**config.mk**
```make
export PLATFORM = sky130hd
export DESIGN_NAME = console_tx_fifo
export DESIGN_NICKNAME = d
export VERILOG_FILES = /design/src/rtl/console_tx_fifo.sv
export SDC_FILE = /design/constraint.sdc
export NUM_CORES = 1
export LEC_CHECK = 0
export BUFFER_PORTS_ARGS = -buffer_cell sky130_fd_sc_hd__buf_2
export CAP_MARGIN = 40
export CORE_ASPECT_RATIO = 1.1
export CORE_UTILIZATION = 55
export DETAILED_ROUTE_END_ITERATION = 10
export MAX_ROUTING_LAYER = met4
export PLACE_DENSITY = 0.74
export SKIP_CTS_REPAIR_TIMING = 1
export SLEW_MARGIN = 20
export SYNTH_ARGS = -nofsm -noshare
export SYNTH_HDL_FRONTEND = slang
export SYNTH_SLANG_ARGS = --single-unit
```
**constraint.sdc**
```tcl
create_clock -name CLK -period 4.5 [get_ports CLK]
set_clock_uncertainty 0.2 [all_clocks]
set_input_delay 0.675 -clock CLK [delete_from_list [all_inputs] [get_ports CLK]]
set_output_delay 0.675 -clock CLK [all_outputs]
set_load 0.01 [all_outputs]
```
**src/rtl/console_tx_fifo.sv**
```systemverilog
// console_tx_fifo: byte FIFO draining into the simpleuart data register; CONSOLE_TX_CRLF_EN expands LF to CR LF
module console_tx_fifo #(
  parameter int DEPTH_LOG2 = 4,
  parameter int DATA_WIDTH = 8
) (
  input  logic                  CLK,
  input  logic                  rst,
  input  logic                  wr_en,
  input  logic [DATA_WIDTH-1:0] wr_data,
  output logic                  full,
  output logic                  empty,
  output logic [DEPTH_LOG2:0]   count,
  output logic                  overflow,
  output logic                  uart_dat_we,
  output logic [31:0]           uart_dat_di,
  input  logic                  uart_dat_wait
);
  localparam int DEPTH = 1 << DEPTH_LOG2;
`ifdef CONSOLE_TX_CRLF_EN
  typedef enum logic [1:0] {IDLE, SEND, GAP, CR} state_t;
  logic cr_done, cr_done_n;
`else
  typedef enum logic [1:0] {IDLE, SEND, GAP} state_t;
`endif
  state_t state, state_n;
  logic [DATA_WIDTH-1:0] mem [DEPTH];
  logic [DEPTH_LOG2-1:0] wr_ptr, rd_ptr;
  logic [DEPTH_LOG2:0] count_n;
  logic [31:0] head, di_n;
  logic push, pop, we_n;
  assign push = wr_en && !full;
  assign head = {{(32-DATA_WIDTH){1'b0}}, mem[rd_ptr]};
  assign count_n = count + (DEPTH_LOG2+1)'(push) - (DEPTH_LOG2+1)'(pop);
  always_ff @(posedge CLK)
    if (push) mem[wr_ptr] <= wr_data;
  always_ff @(posedge CLK) begin
    if (rst) begin
      wr_ptr      <= '0;
      rd_ptr      <= '0;
      count       <= '0;
      full        <= 1'b0;
      empty       <= 1'b1;
      overflow    <= 1'b0;
      state       <= IDLE;
      uart_dat_we <= 1'b0;
      uart_dat_di <= '0;
`ifdef CONSOLE_TX_CRLF_EN
      cr_done     <= 1'b0;
`endif
    end else begin
      if (push) wr_ptr <= wr_ptr + 1'b1;
      if (pop) rd_ptr <= rd_ptr + 1'b1;
      if (wr_en && full) overflow <= 1'b1;
      count       <= count_n;
      full        <= count_n == (DEPTH_LOG2+1)'(DEPTH);
      empty       <= count_n == '0;
      state       <= state_n;
      uart_dat_we <= we_n;
      uart_dat_di <= di_n;
`ifdef CONSOLE_TX_CRLF_EN
      cr_done     <= cr_done_n;
`endif
    end
  end
  always_comb begin
    state_n = state;
    we_n    = uart_dat_we;
    di_n    = uart_dat_di;
    pop     = 1'b0;
`ifdef CONSOLE_TX_CRLF_EN
    cr_done_n = cr_done;
`endif
    case (state)
      IDLE:
        if (!empty) begin
          we_n = 1'b1;
`ifdef CONSOLE_TX_CRLF_EN
          // cr_done remembers the CR already went out for the LF still at the head
          if (mem[rd_ptr] == DATA_WIDTH'(8'h0A) && !cr_done) begin
            di_n    = 32'h0000_000D;
            state_n = CR;
          end else begin
            di_n    = head;
            state_n = SEND;
          end
`else
          di_n    = head;
          state_n = SEND;
`endif
        end
      SEND:
        if (!uart_dat_wait) begin
          pop     = 1'b1;
          we_n    = 1'b0;
          state_n = GAP;
`ifdef CONSOLE_TX_CRLF_EN
          cr_done_n = 1'b0;
`endif
        end
`ifdef CONSOLE_TX_CRLF_EN
      CR:
        if (!uart_dat_wait) begin
          we_n      = 1'b0;
          state_n   = GAP;
          cr_done_n = 1'b1;
        end
`endif
      GAP: state_n = IDLE;
      default: state_n = IDLE;
    endcase
  end
endmodule

```
==> results.md <==
Setup path:
- The first element of the critical path is wr_en.
- The arrival time at the worst endpoint is ~3.2 ns.
- The worst setup path is of the primary input to register kind.
- The register-to-register path setup slack is 1.40 ns.
- The required time reported for the critical path endpoint is approximately 4.6 ns.
- The critical-path maximum fanout is 9.
- STA classifies the critical path startpoint as a primary input.
- The largest individual stage delay along the critical path comes from the cell nor2b_1.
- Counting stages on the worst path, the most repeated cell is inv_1.
- In this run the critical register-to-register path is launched from full.
- The delay of the slowest critical-path stage is roughly 0.47 ns.
- Counting cells, the worst reg-to-reg path comes to 10.
- The signal on the critical path passes through buf_2 -> nor2b_1 -> inv_1 -> ha_1 -> inv_1 -> ha_1 -> inv_1 -> fa_1 -> xnor2_1 -> or3b_2 -> a2111oi_0.
- STA classifies the critical path endpoint as a register.
- The endpoint identified for the worst register-to-register timing path is full.

Synth:
- The share of async-settable or async-resettable flops after synthesis is 0%.
- The fraction of synthesized cell area taken by the top area cell type is 61.0%.
- Among all flip-flop cells after synthesis, the most frequent one is edfxtp_1.
- Counting flops and latches in the post-synthesis netlist gives about 160.
- The count of yosys warnings during synthesis is 0.
- After synthesis, the cell types taking the most area are edfxtp_1 (61%), dfxtp_1 (8.6%), mux4_2 (8.6%).
- Synthesis instantiated between 40 and 50 different standard cells from the library.
- The portion of the post-synthesis area used by sequential elements is a little over two thirds.
- The mean instance size in the synthesized netlist is around 17 µm².
- The largest total area in the synthesized netlist belongs to edfxtp_1.
- The cell count after synthesis is 379.
- Summing every instance area after synthesis gives between 0.006 and 0.007 mm².
- The number of enable-type register cells in the synthesized netlist is around 130.

Pwr:
- For this design the static power due to leakage is 2.42 nW.
- The post-route total power is 3.70 mW.
- The worst vdd rail ir drop is between 0.3 and 0.4 mV.
- In this run the power density over the cells is 518 mW/mm².

STA:
- The fmax is approximately 0.32 GHz.
- Subtracting the final worst setup slack from the clock period gives about 3.1 ns.
- The pin slew with the least headroom to its limit is 0.856 ns.
- In this run the tightest slew margin relative to its limit is roughly 43%.
- The final worst setup slack is around 1.4 ns.
- In the final timing run, aggregate negative setup slack is 0 ns.
- Setup repair after global routing left no endpoint under its margin.
- The final-report hold violation count is 0.
- The final cycle utilization of the critical path is a little over two thirds.
- The max-slew violation count is 0.
- The total setup violations reported at the end of the flow is 0.

Clock tree:
- Clock-pin slew was measured on the worst setup and hold paths at around 0.06 ns.
- The number of levels in the clock H-tree is 4.
- The clock tree from TritonCTS is yes.
- The buffer depth of the longest clock path is 2.
- The clock buffer count from CTS is 17.
- The tree built by TritonCTS fans out to between 150 and 200 sinks.
- The cell sitting at the root of the clock tree is a clkbuf_16.
- The clock network latency to the later pin of the worst-skew pair is a little over 0.4 ns.

Final layout:
- From synthesis to final layout, the design area changed by 13.3%.
- The share of cells above drive strength 1 is around 23%.
- The post-route core utilization is approximately two thirds.
- The number of antenna diodes in the final layout is 0.
- After filler insertion, the fill cell instance count of the layout stands at between 700 and 800.
- The final-stage net count is around 440.

GRT:
- For this run the aggregate overflow at the end of global routing stands at 0.
- The initial antenna violation count is 0.
- The maximum number of pins on one net before global-route repair is 26.
- The wire length of the first global-routing pass is between 15000 and 20000 µm.
- The total routing usage reported by global routing is about 22%.
- The number of global-route vias before repair is roughly 3300.

Routing:
- For this block, the routed nets add up to 11800 µm of wire.
- Dividing the detail-routed wire length by the instance count gives ~20 µm.
- The number of DRC violations after detailed-routing iteration 0 is around 260.
- The first detailed-routing pass took 4 iterations.
- The mean number of vias per cell is between 5 and 6.
- For this run, design rule violations remaining after detail routing come to 0.
- Across all layers, the routed design uses 3204 vias.
- The remaining antenna violation count after routing is 0.

Floorplanning:
- The floorplan step defined a core boundary enclosing around 0.011 mm².
- The die extent in y is 114 µm.
- The total die area is between 0.01 and 0.015 mm².
- The row count is 40.
- The starting density of the core is approximately 57%.
- The x dimension of the die is between 100 and 150 µm.
- In this run the count of I/O pins placed on the die edge is 53.

Outcome:
- The flow ran to the end, and the final reports show no timing, DRC or antenna violations.

Placement:
- The number of buffers added on ports is 28.
- Detailed placement finished with a half-perimeter wire length of 7590 µm.
- The worst slack at placement is 0.972 ns.
- The routability congestion estimate from global placement is ~0.77.

Hold path:
- The beginning of the worst hold path is overflow.
- The sink of the worst hold path is overflow.
- The worst hold path stage count is 2.
- The worst hold path belongs to the class register to register.

Flow run:
- The tool flagged a number of max-cap violations equal to 0.
-- through the flow --
step | cells | instance area, µm² | hold slack, ns
after CTS | 579 | 7130 | 0.280
after global routing | 580 | 7140 | 0.302
after detailed placement | 547 | 6550 | 0.257
final | 580 | 7140 | 0.274
after global placement | 541 | 6480 | 0.251
after floorplan | 402 | 6380 | 0.301
-- state kept, by name, indices dropped and copies added (netlist names) --
name         count
full             1
rd_ptr           4
state            2
uart_dat_we      1
empty            1
wr_ptr           4
uart_dat_di      8
overflow         1
count            5
mem            128
-- area by class of cell --
cell class | instances | area, µm² | share of cell area (%)
clock inverter | 14 | 154 | 2.16
multi-input combinational | 197 | 1700 | 23.8
timing repair buffer | 40 | 250 | 3.51
tap | 147 | 184 | 2.58
clock buffer | 18 | 429 | 6.01
sequential | 155 | 4390 | 61.5
inverter | 9 | 33.8 | 0.473
-- metal layers --
layer	track usage (%)	vias to the layer above	wire, µm
met1	27.3	1597	4610
met5	-	-	0
met4	8.48	0	174
li1	-	1479	-
met3	5.07	15	808
met2	36.4	113	6210
-- report_power, final --
part | internal (mW) | switching [mW] | leakage, nW
combinational | 0.267 | 0.311 | 0.761
sequential | 1.65 | 0.0701 | 1.38
clock | 0.862 | 0.533 | 0.278
total | 2.78 | 0.914 | 2.42
-- critical path, delay by kind of cell --
kind / cells / cell delay (ns)
AND/OR/NAND/NOR: 2 / 0.91
adder cells (fa/ha/maj): 3 / 0.86
AO/OA/AOI/OAI: 1 / 0.31
buffers and inverters: 4 / 0.30
XOR/XNOR: 1 / 0.17
-- synth_stat cells, types with 3 or more instances --
master and instances:
nor2_1 28, edfxtp_1 128, a32oi_1 4, o21ai_0 6
nor3_1 9, buf_1 3, clkbuf_1 5, xnor2_1 4
dfxtp_1 27, mux2i_1 22, nand2b_1 6, mux4_2 24
nand2_1 9, a22o_1 3, mux2_2 3, buf_2 6
a221o_1 3, buf_4 26, inv_1 9, xor2_1 6
a21oi_1 6, a22oi_1 4, nor2b_1 10, ha_1 10
-- logic make-up after synthesis --
family,after synthesis,share of synthesized area [%]
compound gates,33,3.80
xor+xnor,10,1.39
fa+ha+maj,11,2.30
buf+inv,50,4.77
flops,155,69.6
mux,49,12.6
other cells,1,0.0595
simple gates,70,5.44
-- how the worst max path moves through the flow --
stage,end,slack [ns],cells past startpoint
6_report,full,1.37,11
5_1_grt,full,1.14,11
4_1_cts,full,1.36,11
3_5_place_dp,full,0.97,11
3_3_place_gp,full,1.09,11
2_1_floorplan,full,1.37,11
-- cells in the final DEF, fill, tap and decap left out, types with 4 or more instances in the layout --
cell / n
a21oi_1: 6
a22oi_1: 4
a32oi_1: 4
buf_2: 28
buf_4: 10
clkbuf_16: 17
conb_1: 24
dfxtp_1: 25
edfxtp_1: 128
ha_1: 10
inv_1: 9
mux2i_1: 22
mux4_2: 24
nand2_1: 9
nand2b_1: 6
nor2_1: 28
nor2b_1: 10
nor3_1: 9
o21ai_0: 6
xnor2_1: 4
xor2_1: 6
Note: power is estimated with default switching activity, not from simulation.
